`config.mk`:
```
export PLATFORM = sky130hd
export DESIGN_NAME = sram_mem_controller_flat
export DESIGN_NICKNAME = d
export VERILOG_FILES = /design/src/rtl/sram_mem_controller_if.sv /design/src/rtl/sram_mem_controller.sv /design/src/flat_wrapper.sv
export SDC_FILE = /design/constraint.sdc
export NUM_CORES = 1
export LEC_CHECK = 0
export CAP_MARGIN = 20
export CORE_ASPECT_RATIO = 0.5
export CORE_MARGIN = 2
export CORE_UTILIZATION = 25
export DETAILED_ROUTE_END_ITERATION = 12
export MAX_ROUTING_LAYER = met4
export PLACE_DENSITY = 0.49
export SETUP_SLACK_MARGIN = 0.1
export SYNTH_ARGS = -nofsm -noshare
export SYNTH_HDL_FRONTEND = slang
export SYNTH_SLANG_ARGS = --single-unit
```
`constraint.sdc`:
```
create_clock -name clk -period 3.7 [get_ports clk]
set_clock_uncertainty 0.05 [all_clocks]
set_input_delay 0.74 -clock clk [delete_from_list [all_inputs] [get_ports clk]]
set_output_delay 0.74 -clock clk [all_outputs]
set_load 0.1 [all_outputs]
```
`src/rtl/sram_mem_controller_if.sv`:
```
// Bundle between the MEM stage, the SRAM controller and the board SRAM pins.
// mem_err is present only when MEM_ALIGN_CHECK_EN is defined.
interface sram_mem_controller_if #(
  parameter int SRAM_AW = 18
);
  logic               rd_en;
  logic               wr_en;
  logic [31:0]        address;
  logic [31:0]        write_data;
  logic [31:0]        read_data;
  logic               ready;
  logic [SRAM_AW-1:0] sram_addr;
  logic [15:0]        sram_dq_out;
  logic [15:0]        sram_dq_in;
  logic               sram_dq_oe;
  logic               sram_we_n;
`ifdef MEM_ALIGN_CHECK_EN
  logic               mem_err;
`endif

  modport slave (
    input  rd_en, wr_en, address, write_data, sram_dq_in,
    output read_data, ready, sram_addr, sram_dq_out, sram_dq_oe, sram_we_n
`ifdef MEM_ALIGN_CHECK_EN
    , output mem_err
`endif
  );

  modport master (
    output rd_en, wr_en, address, write_data, sram_dq_in,
    input  read_data, ready, sram_addr, sram_dq_out, sram_dq_oe, sram_we_n
`ifdef MEM_ALIGN_CHECK_EN
    , input mem_err
`endif
  );
endinterface

```
`src/rtl/sram_mem_controller.sv`:
```
// Splits each 32-bit load/store into two 16-bit async-SRAM accesses, freezing the pipeline via ready.
// Optional alignment/range checking with a mem_err output is enabled by defining MEM_ALIGN_CHECK_EN.
module sram_mem_controller #(
  parameter logic [31:0] ADDR_BASE   = 32'd1024,
  parameter int          SRAM_AW     = 18,
  parameter int          WAIT_CYCLES = 2
) (
  input logic                 clk,
  input logic                 rst,
  sram_mem_controller_if.slave bus
);

  typedef enum logic [1:0] {IDLE, LOW, HIGH, DONE} state_t;

  localparam int         IDX_W = SRAM_AW - 1;
  localparam logic [3:0] LAST  = 4'(WAIT_CYCLES - 1);

  state_t             state_q, state_d;
  logic [3:0]         cnt_q, cnt_d;
  logic               op_wr_q, op_wr_d;
  logic [IDX_W-1:0]   idx_q, idx_d;
  logic [31:0]        wdata_q, wdata_d;
  logic [31:0]        read_data_q, read_data_d;
  logic [SRAM_AW-1:0] sram_addr_q, sram_addr_d;
  logic [15:0]        dq_out_q, dq_out_d;
  logic               oe_q, oe_d;
  logic               we_n_q, we_n_d;
`ifdef MEM_ALIGN_CHECK_EN
  logic               mem_err_q, mem_err_d;
`endif

  logic [31:0] offset;
  logic        req;
  logic        bad_req;
  logic        last;
  logic        unused_offset_bits;

  function automatic logic [SRAM_AW-1:0] half_addr(input logic [IDX_W-1:0] idx,
                                                   input logic hi);
    return {idx, hi};
  endfunction

  function automatic logic [15:0] half_data(input logic [31:0] word, input logic hi);
    return hi ? word[31:16] : word[15:0];
  endfunction

  assign offset  = bus.address - ADDR_BASE;
  assign req     = bus.rd_en | bus.wr_en;
  assign last    = (cnt_q == LAST);
  // Bits above the SRAM capacity are dropped on purpose so large addresses alias.
  assign unused_offset_bits = ^{offset[31:SRAM_AW+1], offset[1:0]};

`ifdef MEM_ALIGN_CHECK_EN
  assign bad_req = (bus.address[1:0] != 2'b00) || (bus.address < ADDR_BASE);
`else
  assign bad_req = 1'b0;
`endif

  // Nothing is in flight while reset is held, so the pipeline is never frozen by it.
  assign bus.ready = ~rst | (state_q == DONE) | ((state_q == IDLE) & ~req);

  always_comb begin
    state_d     = state_q;
    cnt_d       = cnt_q;
    op_wr_d     = op_wr_q;
    idx_d       = idx_q;
    wdata_d     = wdata_q;
    read_data_d = read_data_q;
    sram_addr_d = sram_addr_q;
    dq_out_d    = dq_out_q;
    oe_d        = oe_q;
    we_n_d      = we_n_q;
`ifdef MEM_ALIGN_CHECK_EN
    mem_err_d   = 1'b0;
`endif
    case (state_q)
      IDLE: begin
        if (req) begin
          op_wr_d = bus.wr_en;
          idx_d   = offset[SRAM_AW:2];
          wdata_d = bus.write_data;
          cnt_d   = 4'd0;
          if (bad_req) begin
            state_d = DONE;
`ifdef MEM_ALIGN_CHECK_EN
            mem_err_d = 1'b1;
`endif
          end else begin
            // Bus outputs are set up one cycle early so they are registered during LOW.
            state_d     = LOW;
            sram_addr_d = half_addr(offset[SRAM_AW:2], 1'b0);
            dq_out_d    = bus.wr_en ? half_data(bus.write_data, 1'b0) : 16'h0000;
            oe_d        = bus.wr_en;
            we_n_d      = ~bus.wr_en;
          end
        end
      end
      LOW: begin
        if (last) begin
          if (!op_wr_q) read_data_d[15:0] = bus.sram_dq_in;
          state_d     = HIGH;
          cnt_d       = 4'd0;
          sram_addr_d = half_addr(idx_q, 1'b1);
          dq_out_d    = op_wr_q ? half_data(wdata_q, 1'b1) : 16'h0000;
        end else begin
          cnt_d = cnt_q + 4'd1;
        end
      end
      HIGH: begin
        if (last) begin
          if (!op_wr_q) read_data_d[31:16] = bus.sram_dq_in;
          state_d     = DONE;
          cnt_d       = 4'd0;
          sram_addr_d = '0;
          dq_out_d    = 16'h0000;
          oe_d        = 1'b0;
          we_n_d      = 1'b1;
        end else begin
          cnt_d = cnt_q + 4'd1;
        end
      end
      DONE:    state_d = IDLE;
      default: state_d = IDLE;
    endcase
  end

  always_ff @(posedge clk or negedge rst) begin
    if (!rst) begin
      state_q     <= IDLE;
      cnt_q       <= 4'd0;
      op_wr_q     <= 1'b0;
      read_data_q <= 32'h0;
      sram_addr_q <= '0;
      dq_out_q    <= 16'h0000;
      oe_q        <= 1'b0;
      we_n_q      <= 1'b1;
`ifdef MEM_ALIGN_CHECK_EN
      mem_err_q   <= 1'b0;
`endif
    end else begin
      state_q     <= state_d;
      cnt_q       <= cnt_d;
      op_wr_q     <= op_wr_d;
      read_data_q <= read_data_d;
      sram_addr_q <= sram_addr_d;
      dq_out_q    <= dq_out_d;
      oe_q        <= oe_d;
      we_n_q      <= we_n_d;
`ifdef MEM_ALIGN_CHECK_EN
      mem_err_q   <= mem_err_d;
`endif
    end
  end

  always_ff @(posedge clk) begin
    idx_q   <= idx_d;
    wdata_q <= wdata_d;
  end

  assign bus.read_data   = read_data_q;
  assign bus.sram_addr   = sram_addr_q;
  assign bus.sram_dq_out = dq_out_q;
  assign bus.sram_dq_oe  = oe_q;
  assign bus.sram_we_n   = we_n_q;
`ifdef MEM_ALIGN_CHECK_EN
  assign bus.mem_err     = mem_err_q;
`endif

endmodule

```
`src/flat_wrapper.sv`:
```
// flat-port wrapper written by rule: the top's interface ports become plain ports
module sram_mem_controller_flat 
#(
  parameter logic [31:0] ADDR_BASE   = 32'd1024,
  parameter int          SRAM_AW     = 18,
  parameter int          WAIT_CYCLES = 2
)
  (clk, rst, bus_rd_en, bus_wr_en, bus_address, bus_write_data, bus_sram_dq_in, bus_read_data, bus_ready, bus_sram_addr, bus_sram_dq_out, bus_sram_dq_oe, bus_sram_we_n);
  sram_mem_controller_if #(.SRAM_AW(SRAM_AW)) bus_i ();
  input logic clk;
  input logic rst;
  input wire logic [$bits(bus_i.rd_en)-1:0] bus_rd_en;
  input wire logic [$bits(bus_i.wr_en)-1:0] bus_wr_en;
  input wire logic [$bits(bus_i.address)-1:0] bus_address;
  input wire logic [$bits(bus_i.write_data)-1:0] bus_write_data;
  input wire logic [$bits(bus_i.sram_dq_in)-1:0] bus_sram_dq_in;
  output wire logic [$bits(bus_i.read_data)-1:0] bus_read_data;
  output wire logic [$bits(bus_i.ready)-1:0] bus_ready;
  output wire logic [$bits(bus_i.sram_addr)-1:0] bus_sram_addr;
  output wire logic [$bits(bus_i.sram_dq_out)-1:0] bus_sram_dq_out;
  output wire logic [$bits(bus_i.sram_dq_oe)-1:0] bus_sram_dq_oe;
  output wire logic [$bits(bus_i.sram_we_n)-1:0] bus_sram_we_n;
  assign bus_i.rd_en = bus_rd_en;
  assign bus_i.wr_en = bus_wr_en;
  assign bus_i.address = bus_address;
  assign bus_i.write_data = bus_write_data;
  assign bus_i.sram_dq_in = bus_sram_dq_in;
  assign bus_read_data = bus_i.read_data;
  assign bus_ready = bus_i.ready;
  assign bus_sram_addr = bus_i.sram_addr;
  assign bus_sram_dq_out = bus_i.sram_dq_out;
  assign bus_sram_dq_oe = bus_i.sram_dq_oe;
  assign bus_sram_we_n = bus_i.sram_we_n;
  sram_mem_controller #(.ADDR_BASE(ADDR_BASE), .SRAM_AW(SRAM_AW), .WAIT_CYCLES(WAIT_CYCLES)) u_core (.clk(clk), .rst(rst), .bus(bus_i));
endmodule
```
[Yosys cells after proc, flatten, opt, wreduce, memory -nomap -nowiden]
Index checks and enable logic that the tools add are counted.
Operators by class
  reductions and logical operators: 12
  multiplexer cells: 23
  equality and inequality tests: 7
  add/sub/neg operators: 2
  bitwise gates (word level): 8
Operator list (count)
  16-bit two-way mux: 5
  18-bit two-way mux: 3
  18-bit one-hot mux with 3 select lines: 1
  16-bit one-hot mux with 3 select lines: 1
  19-bit by 11-bit subtractor with 19-bit output, second input constant: 1
  3-bit AND reduction: 4
  4-bit two-way mux: 2
  2-bit one-hot mux with 4 select lines: 1
  4-bit one-hot mux with 2 select lines: 1
  2-bit two-way mux: 3
  2-bit by 1-bit inequality test with 1-bit output, second input constant: 3
  4-bit by 1-bit adder with 4-bit output, second input constant: 1
  2-bit == test, second input constant: 2
  4-bit by 1-bit == test with 1-bit output, second input constant: 1
  1-bit two-way mux: 4
  1-bit inverter: 4
  1-bit one-hot mux with 2 select lines: 2
  2-bit AND reduction: 2
  4-bit AND reduction: 1
  2-bit nonzero test: 2
  1-bit OR: 3
  3-bit nonzero test: 1
  2-bit by 1-bit == test with 1-bit output, second input constant: 1
  2-bit zero test: 1
  2 further kinds: 2
Word-level totals
  output and inout port bits: 69
  input port bits: 84
  logic and storage cells: 63
  register bits: 124

[Longest topological paths before layout]
  word-level depth: 4
  mapped depth: 9
  mapped depth without buffers: 6

[Worst setup path after synthesis]
Ideal clock, no wire load.
  path kind: register -> register
  start point: register u_core.state_q[0]
  end point: register u_core.idx_q[0] (enable)
  clock period less this slack: 2.800 ns
  path buffers: 1
  arrival: 2.324 ns
  library setup time: 0.427 ns
  cell stages (with the launch flop): 5
  required time: 3.223 ns
  slack: 0.900 ns
  cell sequence: dfrtp_1 -> inv_1 -> ha_1 -> buf_2 -> nor2b_1
Between the ends
  cells in the longest elaborated chain, start to end: 2
Ends and longest elaborated chain
  start: declaration: RTL line sram_mem_controller.sv:18  | state_t state_q, state_d;
  start signal: assignment: RTL line sram_mem_controller.sv:141  | state_q <= state_d;
  2-bit zero test: RTL line sram_mem_controller.sv:76  | case (state_q)
  2-bit AND reduction (no line)
  end signal: assignment: RTL line sram_mem_controller.sv:156  | idx_q <= idx_d;
  end: declaration: RTL line sram_mem_controller.sv:21  | logic [IDX_W-1:0] idx_q, idx_d;
No other way between the ends.
A chain may end at the register's enable or synchronous reset.

[Worst setup path after layout]
  start point: input bus_wr_en
  end point: output bus_ready
Between the ends
  cells in the longest elaborated chain, start to end: 4
Ends and longest elaborated chain
  start: declaration: RTL line flat_wrapper.sv:13  | input wire logic [$bits(bus_i.wr_en)-1:0] bus_wr_en;
  1-bit OR: RTL line sram_mem_controller.sv:48  | assign req = bus.rd_en | bus.wr_en;
  1-bit inverter: RTL line sram_mem_controller.sv:60  | assign bus.ready = ~rst | (state_q == DONE) | ((state_q == IDLE) & ~req);
  1-bit AND: RTL line sram_mem_controller.sv:60
  1-bit OR: RTL line sram_mem_controller.sv:60
  end: declaration: RTL line flat_wrapper.sv:18  | output wire logic [$bits(bus_i.ready)-1:0] bus_ready;
No other way between the ends.

==> results.py <==
metrics = {
    "place": {
        "gp_routability_congestion": 0.681,
        "placed_cell_area_mm2": 0.00626,
        "port-buffer-count": 137,
        "detailed_place_hpwl_mm": 7.84,
    },
    "yosys": {
        "synthCells": 337,
        "syn-cell-area_mm2": 0.00468,
        "synth.avg_cell_area_um2": 13.9,
        "synth_seq_cells": 108,
        "synth.yosys.seq_area_share_pct": 61.3,
        "synth_fp_nets": 430,
        "biggest_area_consumer_among_synthesized_cells": "sky130_fd_sc_hd__dfrtp_1",
        "netlist_top_cells_area": "sky130_fd_sc_hd__dfrtp_1 40%, sky130_fd_sc_hd__edfxtp_1 21%, sky130_fd_sc_hd__mux2_4 6.4%",
        "synth_top_cell_area_share_pct": 39.5,
        "post_synth_edffs": 33,
        "yosysUniqueCellTypes": 48,
        "yosys_warnings": 0,
        "dominantRegCellSynth": "sky130_fd_sc_hd__dfrtp_1",
        "ys_async_sr_fraction_pct": 69.4,
    },
    "critical_path": {
        "ff2ff_path_depth": 6,
        "criticalPathCategory": "input port to output pin",
        "worst-endpoint-arrival_ns": 1.99,
        "setup.worst_path.start_class": "input port",
        "crit_required_ns": 2.91,
        "path_max_fanout": 6,
        "cp-end-kind": "output pin",
    },
    "route": {
        "route.detailed.drc": 0,
        "drt-wirelength-per-cell_um": 15.5,
        "routedLengthMet1_mm": 5.02,
        "detailroute.wirelength.met3_um": 421,
        "detailed_route_via_count": 3020,
        "route.antenna.remaining_nets": 0,
        "drtPass1Iterations": 4,
        "drt-vias-per-instance": 4.22,
        "finalWirelength_mm": 11.1,
        "detail_route.iter0.violations": 103,
        "route.top_layer_used": "met4",
        "wl_met2_mm": 5.54,
    },
    "clock_tree": {
        "cts.reportedPaths.clkPinSlew_ns": 0.07,
        "cts_root_buffer": "sky130_fd_sc_hd__clkbuf_16",
        "h-tree-depth": 3,
        "post_cts_resize_count": 0,
        "tritoncts_num_sinks": 108,
        "cts_post_setup_buffers_inserted": 0,
        "tritoncts_clock_tree": "done",
        "worst_skew_pair.late_latency_ns": 0.35,
        "tritoncts_buffers": 9,
        "postCtsHoldBufs": 0,
        "clockBufferDepth": 2,
    },
    "sta": {
        "grt_setup_unrepaired": "no",
        "timing.final.crit_period_ns": 2.78,
        "timing_max_transition_violations_final": 0,
        "finalSetupTns_ns": 0,
        "final_hold_viol_count": 0,
        "worst_pin_slew_ns": 1.04,
        "report.final.setup_viol": 0,
        "final.period_utilization_pct": 75.2,
        "timing.fmax_mhz": 359,
        "relSlewSlack_pct": 30.7,
    },
    "grt": {
        "globalRouteOverflowTotal": 0,
        "maximum_number_of_pins_on_one_net_before_global_route_repair": 53,
        "grt_pass1_wl_mm": 17.3,
        "gr-usage-all-layers_pct": 11.8,
        "grt_pass1_vias": 3002,
        "antenna_violations_before_repair": 0,
    },
    "finish": {
        "flow.area_growth_from_synthesis_pct": 39.8,
        "num_antenna_cells": 0,
        "finalNetCount": 564,
        "final_common_cell": "sky130_fd_sc_hd__clkdlybuf4s50_1",
        "filler_cell_count": 1818,
        "post_route_cells_drive_above_1_share_pct": 20.0,
        "mostFrequentLayoutCells": "133 x sky130_fd_sc_hd__clkdlybuf4s50_1, 74 x sky130_fd_sc_hd__dfrtp_1, 33 x sky130_fd_sc_hd__nor2_1, 33 x sky130_fd_sc_hd__edfxtp_1, 28 x sky130_fd_sc_hd__a22oi_1",
        "post-route-cell-area_mm2": 0.00655,
    },
    "floorplan": {
        "die-width_um": 198,
        "starting_utilization_of_the_core_area_pct": 25.5,
        "dieArea_mm2": 0.0199,
        "die_height_um": 101,
        "fp_rows": 35,
        "core_region_area_mm2": 0.0184,
        "ios": 153,
    },
    "job": {
        "maxCapViolCount": 0,
    },
    "hold_path": {
        "timing.hold.worst.class": "input port to asynchronous set/reset pin",
    },
    "status": {
        "outcome": "completed",
    },
}
[metrics by stage]
step           setup slack (ns)  hold WS [ns]  util (%)  instances
6_report                  0.917         0.238      35.6        716
5_1_grt                   0.854         0.243      35.6        716
4_1_cts                   0.899         0.236      35.6        716
3_5_place_dp              0.834         0.422      34.1        700
3_3_place_gp              0.814         0.427      34.1        700
2_1_floorplan             0.900         0.394         -        337
[worst paths after layout]
| check | slack [ns] | from | endpoint |
|---|---|---|---|
| min in group clk | 0.44 | u_core.cnt_q[3] | u_core.cnt_q[3] |
| setup / recovery | 0.92 | bus_wr_en | bus_ready |
| setup reg to reg | 1.11 | u_core.state_q[0] | u_core.bus.sram_addr[0] |
| hold reg to reg | 0.44 | u_core.cnt_q[3] | u_core.cnt_q[3] |
| max in group asynchronous | 2.36 | rst | u_core.bus.read_data[23] |
| hold / removal | 0.24 | rst | u_core.state_q[0] |
[layer usage]
layer / GRT usage (%) / up-vias
met5: - / -
met4: 3.24 / 0
met3: 3.61 / 7
met2: 19.4 / 55
met1: 14.3 / 1468
li1: - / 1490
[worst max-delay path, stage by stage]
cell and delay, ns:
sky130_fd_sc_hd__clkdlybuf4s50_1 0.52, sky130_fd_sc_hd__nor2_1 0.27, sky130_fd_sc_hd__nand2_1 0.11, sky130_fd_sc_hd__nand3b_1 0.16, sky130_fd_sc_hd__buf_12 0.19
[state kept, by name, indices dropped and copies added, names as in the netlist]
name / count
u_core.state_q: 2
u_core.op_wr_q: 1
u_core.idx_q: 17
u_core.bus.sram_we_n: 1
u_core.bus.read_data: 32
u_core.bus.sram_dq_out: 16
u_core.bus.sram_addr: 18
u_core.wdata_q: 16
u_core.bus.sram_dq_oe: 1
u_core.cnt_q: 4
[kinds of logic after synthesis]
| logic type | share of synthesized area [%] |
|---|---|
| flip-flops | 61.3 |
| buffers and inverters | 4.01 |
| AO/OA/AOI/OAI | 13.4 |
| adder cells (fa/ha/maj) | 2.40 |
| multiplexers | 9.97 |
| AND/OR/NAND/NOR | 7.83 |
| XOR/XNOR | 1.12 |
[layout make-up]
class,instances,area (um^2),area share (%)
tap,240,300,4.59
clock inverter,7,57.6,0.879
timing repair buffer,142,1420,21.7
sequential,108,2870,43.8
clock buffer,9,225,3.44
inverter,8,30.0,0.459
multi-input combinational,202,1640,25.1
[cells in the mapped netlist (3+ instances only)]
cell / instances
sky130_fd_sc_hd__edfxtp_1: 33
sky130_fd_sc_hd__buf_6: 9
sky130_fd_sc_hd__and3_1: 3
sky130_fd_sc_hd__clkbuf_1: 7
sky130_fd_sc_hd__mux2_2: 13
sky130_fd_sc_hd__xnor2_1: 3
sky130_fd_sc_hd__a22oi_1: 28
sky130_fd_sc_hd__nand3_1: 3
sky130_fd_sc_hd__o21ai_0: 3
sky130_fd_sc_hd__xor2_1: 3
sky130_fd_sc_hd__mux2_4: 20
sky130_fd_sc_hd__nand2_1: 14
sky130_fd_sc_hd__ha_1: 9
sky130_fd_sc_hd__dfrtp_1: 74
sky130_fd_sc_hd__a21oi_2: 25
sky130_fd_sc_hd__inv_1: 8
sky130_fd_sc_hd__nor2_1: 33
sky130_fd_sc_hd__a21oi_1: 7
Power is left out: the tool's default activity adds up to more than one toggle a clock period on the data nets, which glitch-free logic cannot reach.
